### config.mk
export PLATFORM = sky130hd
export DESIGN_NAME = uart_cmd_ctrl
export DESIGN_NICKNAME = d
export VERILOG_FILES = /design/src/rtl/uart_cmd_ctrl.sv
export SDC_FILE = /design/constraint.sdc
export NUM_CORES = 1
export LEC_CHECK = 0
export BUFFER_PORTS_ARGS = -buffer_cell sky130_fd_sc_hd__buf_2
export CORE_ASPECT_RATIO = 0.9
export CORE_UTILIZATION = 51
export DETAILED_ROUTE_END_ITERATION = 10
export PLACE_DENSITY = 0.8
export SLEW_MARGIN = 20
export SYNTH_ARGS = -nofsm -noshare
export SYNTH_HDL_FRONTEND = slang
export SYNTH_SLANG_ARGS = --single-unit
export TNS_END_PERCENT = 20
### constraint.sdc
create_clock -name CLK -period 2.84 [get_ports CLK]
set_clock_uncertainty 0.2 [all_clocks]
set_input_delay 0.71 -clock CLK [delete_from_list [all_inputs] [get_ports CLK]]
set_output_delay 0.71 -clock CLK [all_outputs]
set_load 0.02 [all_outputs]
### src/rtl/uart_cmd_ctrl.sv
// rtl/uart_cmd_ctrl.sv - command frame sequencer between UART RX, register file, ALU and TX stream
// Optional inter-byte timeout in argument states: define UART_CMD_TIMEOUT_EN.
module uart_cmd_ctrl #(
  parameter int DATA_WIDTH     = 8,
  parameter int ADDR_WIDTH     = 4,
  parameter int TIMEOUT_CYCLES = 4096
) (
  input  logic                    CLK,
  input  logic                    RST,
  input  logic [DATA_WIDTH-1:0]   P_DATA,
  input  logic                    data_valid,
  input  logic                    PARITY_ERROR,
  input  logic                    FRAME_ERROR,
  output logic                    RF_WR_EN,
  output logic                    RF_RD_EN,
  output logic [ADDR_WIDTH-1:0]   RF_ADDR,
  output logic [DATA_WIDTH-1:0]   RF_WR_DATA,
  input  logic [DATA_WIDTH-1:0]   RF_RD_DATA,
  input  logic                    RF_RD_VALID,
  output logic                    ALU_EN,
  output logic [3:0]              ALU_FUN,
  input  logic [2*DATA_WIDTH-1:0] ALU_OUT,
  input  logic                    ALU_OUT_VALID,
  output logic [DATA_WIDTH-1:0]   TX_DATA,
  output logic                    TX_VALID,
  input  logic                    TX_READY,
  output logic                    BUSY,
  output logic                    CMD_ERR,
  output logic [7:0]              ERR_CNT
);

  typedef enum logic [3:0] {
    S_IDLE, S_WR_ADDR, S_WR_DATA, S_RD_ADDR, S_RD_WAIT,
    S_ALU_A, S_ALU_B, S_ALU_FUN, S_ALU_WAIT, S_TX_LO, S_TX_HI
  } state_t;

  localparam logic [DATA_WIDTH-1:0] CMD_WR      = DATA_WIDTH'(8'hAA);
  localparam logic [DATA_WIDTH-1:0] CMD_RD      = DATA_WIDTH'(8'hBB);
  localparam logic [DATA_WIDTH-1:0] CMD_ALU     = DATA_WIDTH'(8'hCC);
  localparam logic [DATA_WIDTH-1:0] CMD_ALU_FUN = DATA_WIDTH'(8'hDD);

  state_t                state;
  logic [DATA_WIDTH-1:0] res_hi;
  logic                  is_cmd;
  logic                  drop_err;
  logic                  abort;
  logic                  timeout;

  assign BUSY   = (state != S_IDLE);
  assign is_cmd = (P_DATA == CMD_WR) || (P_DATA == CMD_RD) ||
                  (P_DATA == CMD_ALU) || (P_DATA == CMD_ALU_FUN);
  assign abort  = PARITY_ERROR | FRAME_ERROR | timeout;

`ifdef UART_CMD_TIMEOUT_EN
  localparam int TW = $clog2(TIMEOUT_CYCLES + 1);
  logic [TW-1:0] tmo_cnt;
  logic          arg_state;

  assign arg_state = (state == S_WR_ADDR) || (state == S_WR_DATA) || (state == S_RD_ADDR) ||
                     (state == S_ALU_A) || (state == S_ALU_B) || (state == S_ALU_FUN);

  // Restarts on every byte so only silence between bytes of a frame is timed
  always_ff @(posedge CLK) begin
    if (RST || !arg_state || data_valid)
      tmo_cnt <= '0;
    else
      tmo_cnt <= tmo_cnt + TW'(1);
  end

  assign timeout = arg_state && !data_valid && (tmo_cnt == TW'(TIMEOUT_CYCLES - 1));
`else
  assign timeout = 1'b0;
`endif

  // Bytes that cannot be consumed in the current state are reported, not acted on
  always_comb begin
    drop_err = 1'b0;
    if (data_valid) begin
      case (state)
        S_IDLE:                                  drop_err = !is_cmd;
        S_RD_WAIT, S_ALU_WAIT, S_TX_LO, S_TX_HI: drop_err = 1'b1;
        default:                                 drop_err = 1'b0;
      endcase
    end
  end

  always_ff @(posedge CLK) begin
    if (RST) begin
      state      <= S_IDLE;
      res_hi     <= '0;
      RF_WR_EN   <= 1'b0;
      RF_RD_EN   <= 1'b0;
      RF_ADDR    <= '0;
      RF_WR_DATA <= '0;
      ALU_EN     <= 1'b0;
      ALU_FUN    <= '0;
      TX_DATA    <= '0;
      TX_VALID   <= 1'b0;
      CMD_ERR    <= 1'b0;
      ERR_CNT    <= '0;
    end else begin
      RF_WR_EN <= 1'b0;
      RF_RD_EN <= 1'b0;
      ALU_EN   <= 1'b0;
      CMD_ERR  <= 1'b0;
      if (abort || drop_err) begin
        CMD_ERR <= 1'b1;
        if (ERR_CNT != 8'hFF)
          ERR_CNT <= ERR_CNT + 8'd1;
      end
      if (abort) begin
        state    <= S_IDLE;
        TX_VALID <= 1'b0;
      end else begin
        case (state)
          S_IDLE: if (data_valid) begin
            if (P_DATA == CMD_WR)           state <= S_WR_ADDR;
            else if (P_DATA == CMD_RD)      state <= S_RD_ADDR;
            else if (P_DATA == CMD_ALU)     state <= S_ALU_A;
            else if (P_DATA == CMD_ALU_FUN) state <= S_ALU_FUN;
          end
          S_WR_ADDR: if (data_valid) begin
            RF_ADDR <= P_DATA[ADDR_WIDTH-1:0];
            state   <= S_WR_DATA;
          end
          S_WR_DATA: if (data_valid) begin
            RF_WR_DATA <= P_DATA;
            RF_WR_EN   <= 1'b1;
            state      <= S_IDLE;
          end
          S_RD_ADDR: if (data_valid) begin
            RF_ADDR  <= P_DATA[ADDR_WIDTH-1:0];
            RF_RD_EN <= 1'b1;
            state    <= S_RD_WAIT;
          end
          // Read responses are a single byte, so they go straight to the final TX slot
          S_RD_WAIT: if (RF_RD_VALID) begin
            TX_DATA  <= RF_RD_DATA;
            TX_VALID <= 1'b1;
            state    <= S_TX_HI;
          end
          S_ALU_A: if (data_valid) begin
            RF_ADDR    <= '0;
            RF_WR_DATA <= P_DATA;
            RF_WR_EN   <= 1'b1;
            state      <= S_ALU_B;
          end
          S_ALU_B: if (data_valid) begin
            RF_ADDR    <= ADDR_WIDTH'(1);
            RF_WR_DATA <= P_DATA;
            RF_WR_EN   <= 1'b1;
            state      <= S_ALU_FUN;
          end
          S_ALU_FUN: if (data_valid) begin
            ALU_FUN <= P_DATA[3:0];
            ALU_EN  <= 1'b1;
            state   <= S_ALU_WAIT;
          end
          S_ALU_WAIT: if (ALU_OUT_VALID) begin
            TX_DATA  <= ALU_OUT[DATA_WIDTH-1:0];
            res_hi   <= ALU_OUT[2*DATA_WIDTH-1:DATA_WIDTH];
            TX_VALID <= 1'b1;
            state    <= S_TX_LO;
          end
          S_TX_LO: if (TX_VALID && TX_READY) begin
            TX_DATA <= res_hi;
            state   <= S_TX_HI;
          end
          S_TX_HI: if (TX_VALID && TX_READY) begin
            TX_VALID <= 1'b0;
            state    <= S_IDLE;
          end
          default: state <= S_IDLE;
        endcase
      end
    end
  end

endmodule
==> results list <==
- Counting along the longest clock path gives a buffer depth of 2.
* Headroom to the max-slew limit: around 62%
- The number of clock buffers added by TritonCTS is 5.
- Area Overhead vs Synth: 22.1%
- Routing usage on met1: 30.7%
* Flop2flop setup slack: between 0.5 and 0.6 ns
- Finish-stage setup viols: 0
* Post-synthesis async set-or-reset flop share: 0%
- Critical path fanouts, max: 15
- The critical path goes through or2_1 -> nor3_2 -> inv_1 -> buf_2.
* Simple-gate portion of the synthesized area: a little over a quarter
* Arrival time worst endpoint: roughly 1.6 ns
- Met3 layer usage reported by global route: about 4.7%
- Before antenna repair, the detailed router went through 4 iterations.
* Number of enable flip-flop cells after synthesis: 0
- The total count of max-transition violations in the final report came to 0.
* Total global-route track usage: between 20 and 25%
- Derived from the worst setup path, the maximum achievable clock frequency is 394 MHz.
- Post-route fraction of the period consumed by the critical path: between 80% and 90%
* Sequential cell fraction of total power: a little over half
- Sw Share: between 20% and 30%
- Net switching power of the design: around 0.30 mW
- Largest family of logic cells by synthesized area: simple AND/OR/NAND/NOR gates
* Setup TNS Final: 0 ns
- STA classifies the critical path startpoint as a register.
- Post-Synth Adder-Cell Area: 0.507%
- CTS H-tree depth: 2
- The most used flip-flop cell after synthesis is sky130_fd_sc_hd__dfxtp_1.
- For this run, design rule violations remaining after detail routing come to 0.
* Number of instances resized during post-cts repair: 0
* Post-Synth XOR/XNOR Area: less than 1%
- Combinational power share: about 7.9%
* Worst-Margin Slew: ~0.56 ns
- The cell area that synthesis handed to floorplanning was approximately 0.0025 mm2.
- Leak Pwr: 1.38 nW
- A synthesized cell averages about 8.7 um2.
* Post-CTS setup buffers: 0
- In the final design database the tool counted ~400 nets.
- Detailed-placement wirelength estimate: approximately 4.2 mm
- Via count: ~2,300
- On the worst path, the slowest cell contributes a delay of 0.47 ns.
* Minimum period implied by the final worst setup slack: between 2 and 3 ns
- Of the post-synthesis cell area, the part taken by muxes is 14.7%.
* Total power divided by cell area: approximately 430 mW/mm2
- Class of the tightest hold or removal check: reg2reg
- The number of nets handed over by synthesis was between 300 and 400.
- The synthesized netlist devotes 13.0% of its cell area to compound gates.
- Maxcap violations: 0
- The clock drives 49 sinks.
- Clock tree root buffer cell: sky130_fd_sc_hd__clkbuf_8
* Clock tree from TritonCTS: done
- ANT cells: 0
- Cells fill about two thirds of the core in the end.
- The region available for standard cell placement spans about 0.0045 mm2.
- In this run the remaining antenna-violating nets after routing total 0.
- After global routing the overflow that remains totals 0.
- Status: completed
- Fraction of final layout cells sized beyond drive strength 1: between 30% and 40%
* Internal power: ~1 mW
* Maximum number of pins on one net before global-route repair: 25
- Row generation in the floorplan step produced 23 rows.
- Final Routed Wirelength: just under 6 mm
* Peak-usage layer in the global routing report: met2
- Die outline height: between 60 and 70 um
- The slowest stage of the critical path belongs to the cell sky130_fd_sc_hd__dfxtp_1.
- Count of input and output buffers: 77
* Average detailed-routed wire length per instance: approximately 14 um
- The finished layout holds 421 standard cells, fillers aside.
- Wire length of the first global-routing pass: roughly 9.0 mm
- Num ports: a little under 80
- Initial drt markers: 142
* Post-cts hold buffer count: 0
- The worst path meets setup with roughly 0.3 ns of slack.
* Part of the Yosys area used for sequential elements: 39.8%
- Total number of yosys warnings: 0
- Effective utilization at floorplan: a little over half
- Global routing used between 30 and 40% of the available met2 tracks.
* Die width: about 75 um
* Total placed cells including tap cells: around 410
- Using the TritonRoute via totals, the vias-per-cell ratio works out to 5.51.
- Setup repair after global routing left no endpoint under its margin.
- Synthesis inferred 49 register bits.
- The number of failing hold endpoints at the final stage was 0.
- Clock share of power: between 30% and 40%
* Gate Count Post-Synth: between 200 and 300
- The number of antenna violations at the first check in global routing came to 0.
* Via count of the first global-routing pass: between 1,500 and 2,000
* Unique cell type count in the Yosys netlist: 53
- Clock-pin slew was measured on the worst setup and hold paths at about 0.090 ns.
- Routability-driven placement finished with a final weighted congestion of 0.856.
* Critical path endpoint category: primary output
- Insertion delay to the later sink of the worst-skew pair: just over 0.3 ns
- At the placement stage, the worst setup path has a slack of 0.218 ns.
- The die covers just over 0.005 mm2.
- Critical Setup Path Class: reg2out
- Peak supply drop: between 0.0003 and 0.0004 V
* Required arrival time at the worst endpoint: between 1.5 and 2 ns
-- per-stage QoR --
| stage | hold WS, ns | total power [mW] | area (um2) |
|---|---|---|---|
| floorplan | 0.263 | 0.769 | 2470 |
| global placement | 0.271 | 0.817 | 2900 |
| detailed placement | 0.281 | 0.819 | 2900 |
| CTS | 0.303 | 1.31 | 3010 |
| global route | 0.326 | 1.35 | 3010 |
| finish | 0.294 | 1.30 | 3010 |
-- power groups by stage --
stage / Combinational, mW / Clock, mW / Sequential (mW)
6_report: 0.104 / 0.500 / 0.700
4_1_cts: 0.104 / 0.510 / 0.700
5_1_grt: 0.113 / 0.535 / 0.702
3_5_place_dp: 0.103 / 0 / 0.716
3_3_place_gp: 0.100 / 0 / 0.716
2_1_floorplan: 0.0468 / 0 / 0.722
-- worst max-delay path, delay by kind of cell (launching register included) --
family / cells / cell delay [ns]
flip-flops: 1 / 0.47
buffers and inverters: 2 / 0.24
AND/OR/NAND/NOR: 2 / 0.61
-- sequential cells by signal, summed over array words and instances, names as in the netlist --
name and count:
ERR_CNT 8, RF_WR_DATA 8, TX_DATA 8, res_hi 8
ALU_FUN 4, RF_ADDR 4, state 4, ALU_EN 1
CMD_ERR 1, RF_RD_EN 1, RF_WR_EN 1, TX_VALID 1
-- per-layer routing --
layer | vias up | routed length [um]
li1 | 1148 | -
met1 | 1090 | 2570
met2 | 74 | 2860
met3 | 7 | 373
met4 | 0 | 60
met5 | - | 0
-- Yosys cell counts, types with 3 or more instances --
| library cell | n | area (um2) |
|---|---|---|
| sky130_fd_sc_hd__and2_1 | 5 | 31.3 |
| sky130_fd_sc_hd__nand3_1 | 5 | 25.0 |
| sky130_fd_sc_hd__nor3_1 | 5 | 25.0 |
| sky130_fd_sc_hd__inv_1 | 4 | 15.0 |
| sky130_fd_sc_hd__o21ai_0 | 10 | 50.1 |
| sky130_fd_sc_hd__nand2b_1 | 5 | 31.3 |
| sky130_fd_sc_hd__or3_1 | 8 | 50.1 |
| sky130_fd_sc_hd__clkbuf_1 | 8 | 30.0 |
| sky130_fd_sc_hd__buf_6 | 3 | 33.8 |
| sky130_fd_sc_hd__nand2_1 | 17 | 63.8 |
| sky130_fd_sc_hd__nor2b_1 | 6 | 37.5 |
| sky130_fd_sc_hd__and3_1 | 3 | 18.8 |
| sky130_fd_sc_hd__a21oi_1 | 9 | 45.0 |
| sky130_fd_sc_hd__mux2i_1 | 34 | 340 |
| sky130_fd_sc_hd__nor4_1 | 6 | 37.5 |
| sky130_fd_sc_hd__nor2_1 | 53 | 199 |
| sky130_fd_sc_hd__dfxtp_1 | 49 | 981 |
| sky130_fd_sc_hd__a221o_1 | 8 | 80.1 |
| sky130_fd_sc_hd__buf_2 | 3 | 15.0 |
-- placed cells by master, fill, tap and decap left out, types with 8 or more instances in the layout --
master / n
sky130_fd_sc_hd__buf_2: 77
sky130_fd_sc_hd__mux2i_1: 34
sky130_fd_sc_hd__a21oi_1: 9
sky130_fd_sc_hd__dfxtp_1: 49
sky130_fd_sc_hd__a221o_1: 8
sky130_fd_sc_hd__or3_1: 8
sky130_fd_sc_hd__nor2_1: 53
sky130_fd_sc_hd__nand2_1: 17
sky130_fd_sc_hd__o21ai_0: 10
sky130_fd_sc_hd__buf_4: 9
-- cells by family (layout without fill, tap and decap cells) --
logic type,after synthesis,in the layout
flip-flops,49,49
XOR/XNOR,2,2
AO/OA/AOI/OAI,44,44
buffers and inverters,21,98
adder cells (fa/ha/maj),1,1
multiplexers,36,36
AND/OR/NAND/NOR,129,129
-- path summary, 6_finish.rpt --
check               endpoint  cells past startpoint       start
setup reg to reg  TX_DATA[0]                      6    state[3]
hold reg to reg   RF_ADDR[1]                      2  RF_ADDR[1]
hold / removal    RF_ADDR[1]                      2  RF_ADDR[1]
setup / recovery        BUSY                      4    state[1]
-- final cells by class --
type | instances | area (um2)
multi-input combinational | 212 | 1370
timing repair buffer | 86 | 453
inverter | 4 | 15.0
clock inverter | 2 | 38.8
sequential | 49 | 981
fill | 413 | 1540
tap | 62 | 77.6
clock buffer | 6 | 72.6
(Power assumes the default switching activity.)
